### src/rtl/wb_trace_monitor_pkg.sv
// Shared definitions for the writeback trace monitor: FSM encoding and trace record layout.
package wb_trace_monitor_pkg;

   typedef enum logic [1:0] {
      ST_RUN   = 2'd0,
      ST_DRAIN = 2'd1,
      ST_DONE  = 2'd2
   } mon_state_e;

   localparam int RD_W = 5;

   // Record packs as {rd, data, pc} with pc in the low bits.
   function automatic int rec_w(input int data_w, input int pc_w);
      return RD_W + data_w + pc_w;
   endfunction

   function automatic int data_lsb(input int pc_w);
      return pc_w;
   endfunction

   function automatic int rd_lsb(input int data_w, input int pc_w);
      return data_w + pc_w;
   endfunction

endpackage

### src/rtl/wb_trace_monitor_trace_fifo.sv
// Synchronous show-ahead FIFO; the head entry is held in its own register.
module trace_fifo #(
   parameter int W     = 21,
   parameter int DEPTH = 8
) (
   input  logic         clk,
   input  logic         reset,
   input  logic         push,
   input  logic [W-1:0] wdata,
   input  logic         pop,
   output logic         valid,
   output logic [W-1:0] rdata,
   output logic         full,
   output logic         drop
);

   localparam int AW = $clog2(DEPTH);
   localparam logic [AW:0] PTR_ONE = {{AW{1'b0}}, 1'b1};

   logic [AW:0]  wr_ptr_q, wr_ptr_d;
   logic [AW:0]  rd_ptr_q, rd_ptr_d;
   logic [W-1:0] mem_q [DEPTH];
   logic [W-1:0] mem_d [DEPTH];
   logic [W-1:0] head_q, head_d;
   logic         empty;
   logic         pop_ok;
   logic         push_ok;

   assign empty = (wr_ptr_q == rd_ptr_q);
   assign full  = (wr_ptr_q[AW-1:0] == rd_ptr_q[AW-1:0]) && (wr_ptr_q[AW] != rd_ptr_q[AW]);
   assign valid = !empty;
   assign rdata = head_q;

   always_comb begin
      pop_ok   = pop && !empty;
      push_ok  = push && (!full || pop_ok);
      drop     = push && !push_ok;
      mem_d    = mem_q;
      wr_ptr_d = wr_ptr_q;
      rd_ptr_d = rd_ptr_q;
      if (push_ok) begin
         mem_d[wr_ptr_q[AW-1:0]] = wdata;
         wr_ptr_d                = wr_ptr_q + PTR_ONE;
      end
      if (pop_ok) begin
         rd_ptr_d = rd_ptr_q + PTR_ONE;
      end
      // Reading the post-write array covers the push-into-empty bypass.
      head_d = mem_d[rd_ptr_d[AW-1:0]];
   end

   always_ff @(posedge clk) begin
      if (!reset) begin
         wr_ptr_q <= '0;
         rd_ptr_q <= '0;
         head_q   <= '0;
         for (int i = 0; i < DEPTH; i++) begin
            mem_q[i] <= '0;
         end
      end else begin
         wr_ptr_q <= wr_ptr_d;
         rd_ptr_q <= rd_ptr_d;
         head_q   <= head_d;
         mem_q    <= mem_d;
      end
   end

endmodule

### src/rtl/wb_trace_monitor.sv
// Writeback trace monitor: records register-file writes, counts cycles/retires, detects program end.
//   state    | meaning
//   ST_RUN   | program executing; halt_req or cycle limit ends it
//   ST_DRAIN | halt seen; waiting for in-flight instructions to retire
//   ST_DONE  | finished; counters frozen, FIFO still poppable
module wb_trace_monitor
   import wb_trace_monitor_pkg::*;
#(
   parameter int DATA_W       = 8,
   parameter int PC_W         = 8,
   parameter int DEPTH        = 8,
   parameter int CNT_W        = 16,
   parameter int DRAIN_CYCLES = 3,
   parameter int MAX_CYCLES   = 1000
) (
   input  logic              clk,
   input  logic              reset,
   input  logic              wb_en,
   input  logic [4:0]        wb_rd,
   input  logic [DATA_W-1:0] wb_data,
   input  logic [PC_W-1:0]   wb_pc,
   input  logic              halt_req,
   input  logic              trace_rd,
   output logic              trace_valid,
   output logic [4:0]        trace_rd_addr,
   output logic [DATA_W-1:0] trace_data,
   output logic [PC_W-1:0]   trace_pc,
   output logic              fifo_full,
   output logic              overflow,
   output logic [CNT_W-1:0]  retired_count,
   output logic [CNT_W-1:0]  cycle_count,
   output logic              done,
   output logic              timeout
);

   localparam int REC_W    = rec_w(DATA_W, PC_W);
   localparam int DATA_LSB = data_lsb(PC_W);
   localparam int RD_LSB   = rd_lsb(DATA_W, PC_W);
   localparam int DRN_W    = (DRAIN_CYCLES < 3) ? 2 : $clog2(DRAIN_CYCLES + 1);

   localparam logic [CNT_W-1:0] CNT_ONE  = CNT_W'(1);
   localparam logic [CNT_W-1:0] CYC_LAST = CNT_W'(MAX_CYCLES - 1);
   localparam logic [DRN_W-1:0] DRN_LOAD = DRN_W'(DRAIN_CYCLES);
   localparam logic [DRN_W-1:0] DRN_ONE  = DRN_W'(1);
   localparam logic [DRN_W-1:0] DRN_TWO  = DRN_W'(2);

   mon_state_e       state_q, state_d;
   logic [DRN_W-1:0] drain_q, drain_d;
   logic [CNT_W-1:0] cycle_q, cycle_d;
   logic [CNT_W-1:0] retired_q, retired_d;
   logic             overflow_q, overflow_d;
   logic             timeout_q, timeout_d;

   logic             accept;
   logic             push;
   logic             fifo_drop;
   logic [REC_W-1:0] push_rec;
   logic [REC_W-1:0] head_rec;

   assign push_rec = {wb_rd, wb_data, wb_pc};

   trace_fifo #(
      .W     (REC_W),
      .DEPTH (DEPTH)
   ) u_trace_fifo (
      .clk   (clk),
      .reset (reset),
      .push  (push),
      .wdata (push_rec),
      .pop   (trace_rd),
      .valid (trace_valid),
      .rdata (head_rec),
      .full  (fifo_full),
      .drop  (fifo_drop)
   );

   always_comb begin
      state_d    = state_q;
      drain_d    = drain_q;
      cycle_d    = cycle_q;
      retired_d  = retired_q;
      overflow_d = overflow_q | fifo_drop;
      timeout_d  = timeout_q;

      accept = wb_en && (state_q != ST_DONE);
      push   = accept && (wb_rd != 5'd0);

      if (accept && (retired_q != '1)) begin
         retired_d = retired_q + CNT_ONE;
      end
      if ((state_q != ST_DONE) && (cycle_q != '1)) begin
         cycle_d = cycle_q + CNT_ONE;
      end

      case (state_q)
         ST_RUN: begin
            if (cycle_q == CYC_LAST) begin
               state_d   = ST_DONE;
               timeout_d = 1'b1;
            end else if (halt_req) begin
               state_d = ST_DRAIN;
               drain_d = DRN_LOAD;
            end
         end
         ST_DRAIN: begin
            drain_d = drain_q - DRN_ONE;
            if (cycle_q == CYC_LAST) begin
               state_d   = ST_DONE;
               timeout_d = 1'b1;
            end else if (drain_q <= DRN_TWO) begin
               // Terminal count: the decremented value reaches 1.
               state_d = ST_DONE;
            end
         end
         ST_DONE: begin
         end
         default: begin
            state_d = ST_RUN;
         end
      endcase
   end

   always_ff @(posedge clk) begin
      if (!reset) begin
         state_q    <= ST_RUN;
         drain_q    <= '0;
         cycle_q    <= '0;
         retired_q  <= '0;
         overflow_q <= 1'b0;
         timeout_q  <= 1'b0;
      end else begin
         state_q    <= state_d;
         drain_q    <= drain_d;
         cycle_q    <= cycle_d;
         retired_q  <= retired_d;
         overflow_q <= overflow_d;
         timeout_q  <= timeout_d;
      end
   end

   assign trace_rd_addr = head_rec[RD_LSB +: RD_W];
   assign trace_data    = head_rec[DATA_LSB +: DATA_W];
   assign trace_pc      = head_rec[PC_W-1:0];
   assign overflow      = overflow_q;
   assign retired_count = retired_q;
   assign cycle_count   = cycle_q;
   assign done          = (state_q == ST_DONE);
   assign timeout       = timeout_q;

endmodule
### config.mk
export PLATFORM = sky130hd
export DESIGN_NAME = wb_trace_monitor
export DESIGN_NICKNAME = d
export VERILOG_FILES = /design/src/rtl/wb_trace_monitor_pkg.sv /design/src/rtl/wb_trace_monitor_trace_fifo.sv /design/src/rtl/wb_trace_monitor.sv
export SDC_FILE = /design/constraint.sdc
export NUM_CORES = 1
export LEC_CHECK = 0
export ABC_CLOCK_PERIOD_IN_PS = 3400
export CORE_MARGIN = 1
export CORE_UTILIZATION = 57
export CTS_CLUSTER_DIAMETER = 120
export DETAILED_ROUTE_END_ITERATION = 8
export PLACE_DENSITY = 0.83
export SETUP_SLACK_MARGIN = 0.02
export SLEW_MARGIN = 15
export SYNTH_ARGS = -nofsm -noshare
export SYNTH_HDL_FRONTEND = slang
export SYNTH_HIERARCHICAL = 1
export SYNTH_SLANG_ARGS = --single-unit
### constraint.sdc
create_clock -name clk -period 3.4 [get_ports clk]
set_input_delay 0.68 -clock clk [delete_from_list [all_inputs] [get_ports clk]]
set_output_delay 0.68 -clock clk [all_outputs]
set_load 0.005 [all_outputs]
==> run metrics <==
area grow syn2layout=17.4%; CTS tree=yes; worst flop-to-flop path endpoint=u_trace_fifo/rdata[16]; M1 WL=13.1 mm; top sig layer=met4; residual DRC count=0; average size of a mapped cell=7.99 um^2; Cell Area, Placed=12,400 um^2; Setup Viol. Count Final=0; ys flop type=dfxtp_1; Min-Delay Endpoint=u_trace_fifo/mem_q[115]; post-synthesis adder-cell area fraction=0.00556; fin crit share=0.918; first-pass GRT wire length=49.7 mm; CP Capture Type=flop; CP required=3.87 ns; design area=13,200 um^2; asr flop ratio synth=0; postcts setup bufs=0; biggest area consumer among synthesized cells=dfxtp_1; area share of the largest cell type after synthesis=0.418; Initial Util=0.580; Hold Startpoint=u_trace_fifo/mem_q[115]; initial antenna violation count=0; slew at the pin closest to its max-slew limit=1.08 ns; WP data arrival=3.59 ns; largest family of logic cells by synthesized area=simple AND/OR/NAND/NOR gates; clock buffer depth=3; Hold Path Stages=2; worst vdd ir=365 uV; static leakage=4.60 nW; #FFs+latches synth=235; status=completed; Hold Crit Class=reg2reg; xor/xnor cell area share of the yosys netlist=0.0157; routed wire length=30.9 mm; clock skew=0.0200 ns; Setup CP Type=reg2reg; Mapped Nets=1,438; Setup WS post-layout=0.280 ns; vias in the first global route=9,967; synthesized instance count=1,407; Nets=1,484; Post-synth EDFFs=0; dpl cells=1,691; vias per std cell=6.28; Die Y=142 um; post-synthesis compound-gate area fraction=0.205; 1st-pass router iterations=5; # IOs=84; Final ANT Viol Nets=0; pwr/cell area=549 nW/um^2; clk slew on worst S/H paths=0.06 ns; core area=19,400 um^2; diodes inserted=0; most frequent cells after synthesis=nand2_1 (269), dfxtp_1 (235), a21oi_1 (148); Detailed Route Iter0 Violations=1,009; die area=20,300 um^2; Die X=142 um; Clock Latency Late Sink=0.53 ns; Fmax=321 MHz; Slew Limit Fails=0; RSZ-0062 raised after global routing=false; r2r setup slk=0.28 ns; Tmin final=3.12 ns; Worst setup SP type=flop; via count=10,900; count leader, synth=nand2_1; root buf cell=clkbuf_16; maximum number of pins on one net before global-route repair=165; CTS H-tree depth=1; row count=51; Layout Utilization=0.681; total CTS buffers=25; final hold vios=0; Port-buffer cells=83; R2R depth=10; Synth Cell Area=11,200 um^2; max-cap viol count=0; post-synthesis cell type count=71; multiplexer area fraction after synthesis=0.0519; clock tree sinks=235; sequential share of the synthesized area=0.418; Worst slew margin=0.275; Simple-Gate Fraction of Synth Area=0.246; gr ovfl total=0; met3 routed wirelength=2.85 mm; crit-path max FO=24; share of layout cells above drive strength 1=0.0933; routed len/inst=17.8 um; reg2reg start=u_trace_fifo/rd_ptr_q[0]; Met2 Wirelength=14.3 mm; non-filler cells, final=1,734; synth warn=6; Placement Setup Slack=-0.309 ns; GP Congestion=0.932; dpl hpwl=20.3 mm; main area contributors after synthesis=dfxtp_1 (42%), nand2_1 (9.0%), a21oi_1 (6.6%), mux2i_1 (5.0%), nor2_1 (3.4%); Tot GR Track Use=0.300
## layout by cell type (no fill, tap or decap), types with 7 or more instances in the layout
master           Yosys  final
nand2_1            269    269
dfxtp_1            235    235
a21oi_1            148    148
nor2_1             103    103
clkdlybuf4s50_1      0     83
buf_4                3     63
nor3_1              61     61
mux2i_1             56     54
nand3_1             44     44
o21ai_0             32     32
o211ai_1            31     31
nand4_1             25     25
clkbuf_16            0     25
inv_1               19     18
o22a_1              18     18
and2_1              15     15
a2111oi_0           15     15
or4_1               14     14
o31ai_1             13     13
nor4_1              13     12
a22oi_1             11     11
o221a_2             11     11
a32oi_1             11     11
and3_1              10     10
o21a_1              10     10
a311o_1              9      9
nand2b_1             8      8
clkbuf_1            93      8
a2111oi_1            7      7
## area by class of cell
| class | instances | area [um^2] |
|---|---|---|
| inverters | 21 | 81.3 |
| clock buffers | 39 | 738 |
| clock inverters | 4 | 23.8 |
| repair buffers | 151 | 1400 |
| multi-input cells | 1019 | 5920 |
| fillers | 1568 | 6190 |
| flip-flops and latches | 235 | 4700 |
| well taps | 265 | 332 |
## worst max-delay path, cell delays in order, from the launching register on
cell	delay (ns)
dfxtp_1	0.37
buf_4	0.29
ha_1	0.36
nand2_1	0.12
a41oi_1	0.35
mux2i_1	0.37
nand2_1	0.33
a2111oi_0	0.49
buf_4	0.20
a2111oi_1	0.05
nand3_1	0.11
## metrics by stage
stage | hold slack [ns] | setup TNS, ns | power [mW]
global placement | 0.439 | -0.889 | 4.68
detailed placement | 0.447 | -2.14 | 4.69
floorplan | 0.432 | 0 | 4.01
finish | 0.455 | 0 | 7.24
global route | 0.473 | 0 | 7.50
CTS | 0.453 | 0 | 7.24
## sequential cells by signal, summed over array words and instances, names as in the netlist
register,cells
state_q,2
overflow,1
u_trace_fifo/rd_ptr_q,4
cycle_count,16
u_trace_fifo/rdata,21
u_trace_fifo/wr_ptr_q,4
timeout,1
retired_count,16
drain_q,2
u_trace_fifo/mem_q,168
## timing repair
action                     in CTS  in global routing
setup endpoints to repair       0                  6
hold buffers                    0                  0
resized for setup               0                  1
## logic make-up (layout without fill, tap and decap cells)
family,after synthesis,count (layout)
DFF,235,235
buffers and inverters,153,215
muxes,58,58
xor gates and xnor gates,15,15
and+or+nand+nor,598,598
adders and majority gates,5,5
AOI/OAI and AO/OA,343,343
## layer usage
metal / vias to the layer above / track usage
met5: - / 0
met4: 0 / 0.0951
met3: 65 / 0.0545
li1: 5092 / -
met1: 5199 / 0.407
met2: 535 / 0.483
## worst max-delay path by stage
| stage | from | to | slack [ns] | cells after the start |
|---|---|---|---|---|
| floorplan | wb_en | u_trace_fifo/rdata[11] | 0.44 | 11 |
| global placement | wb_en | u_trace_fifo/rdata[11] | -0.27 | 9 |
| detailed placement | trace_rd | u_trace_fifo/rdata[16] | -0.31 | 8 |
| CTS | state_q[0] | u_trace_fifo/rdata[11] | 0.20 | 9 |
| global route | u_trace_fifo/rd_ptr_q[0] | u_trace_fifo/rdata[16] | 0.12 | 10 |
| finish | u_trace_fifo/rd_ptr_q[0] | u_trace_fifo/rdata[16] | 0.28 | 10 |
## report_power, final
part	internal, mW	total [mW]	switching [mW]	leakage [nW]
registers	2.91	3.01	0.0942	1.90
logic	0.742	1.68	0.937	2.32
clock network	1.48	2.56	1.08	0.377
(Power assumes the default switching activity.)
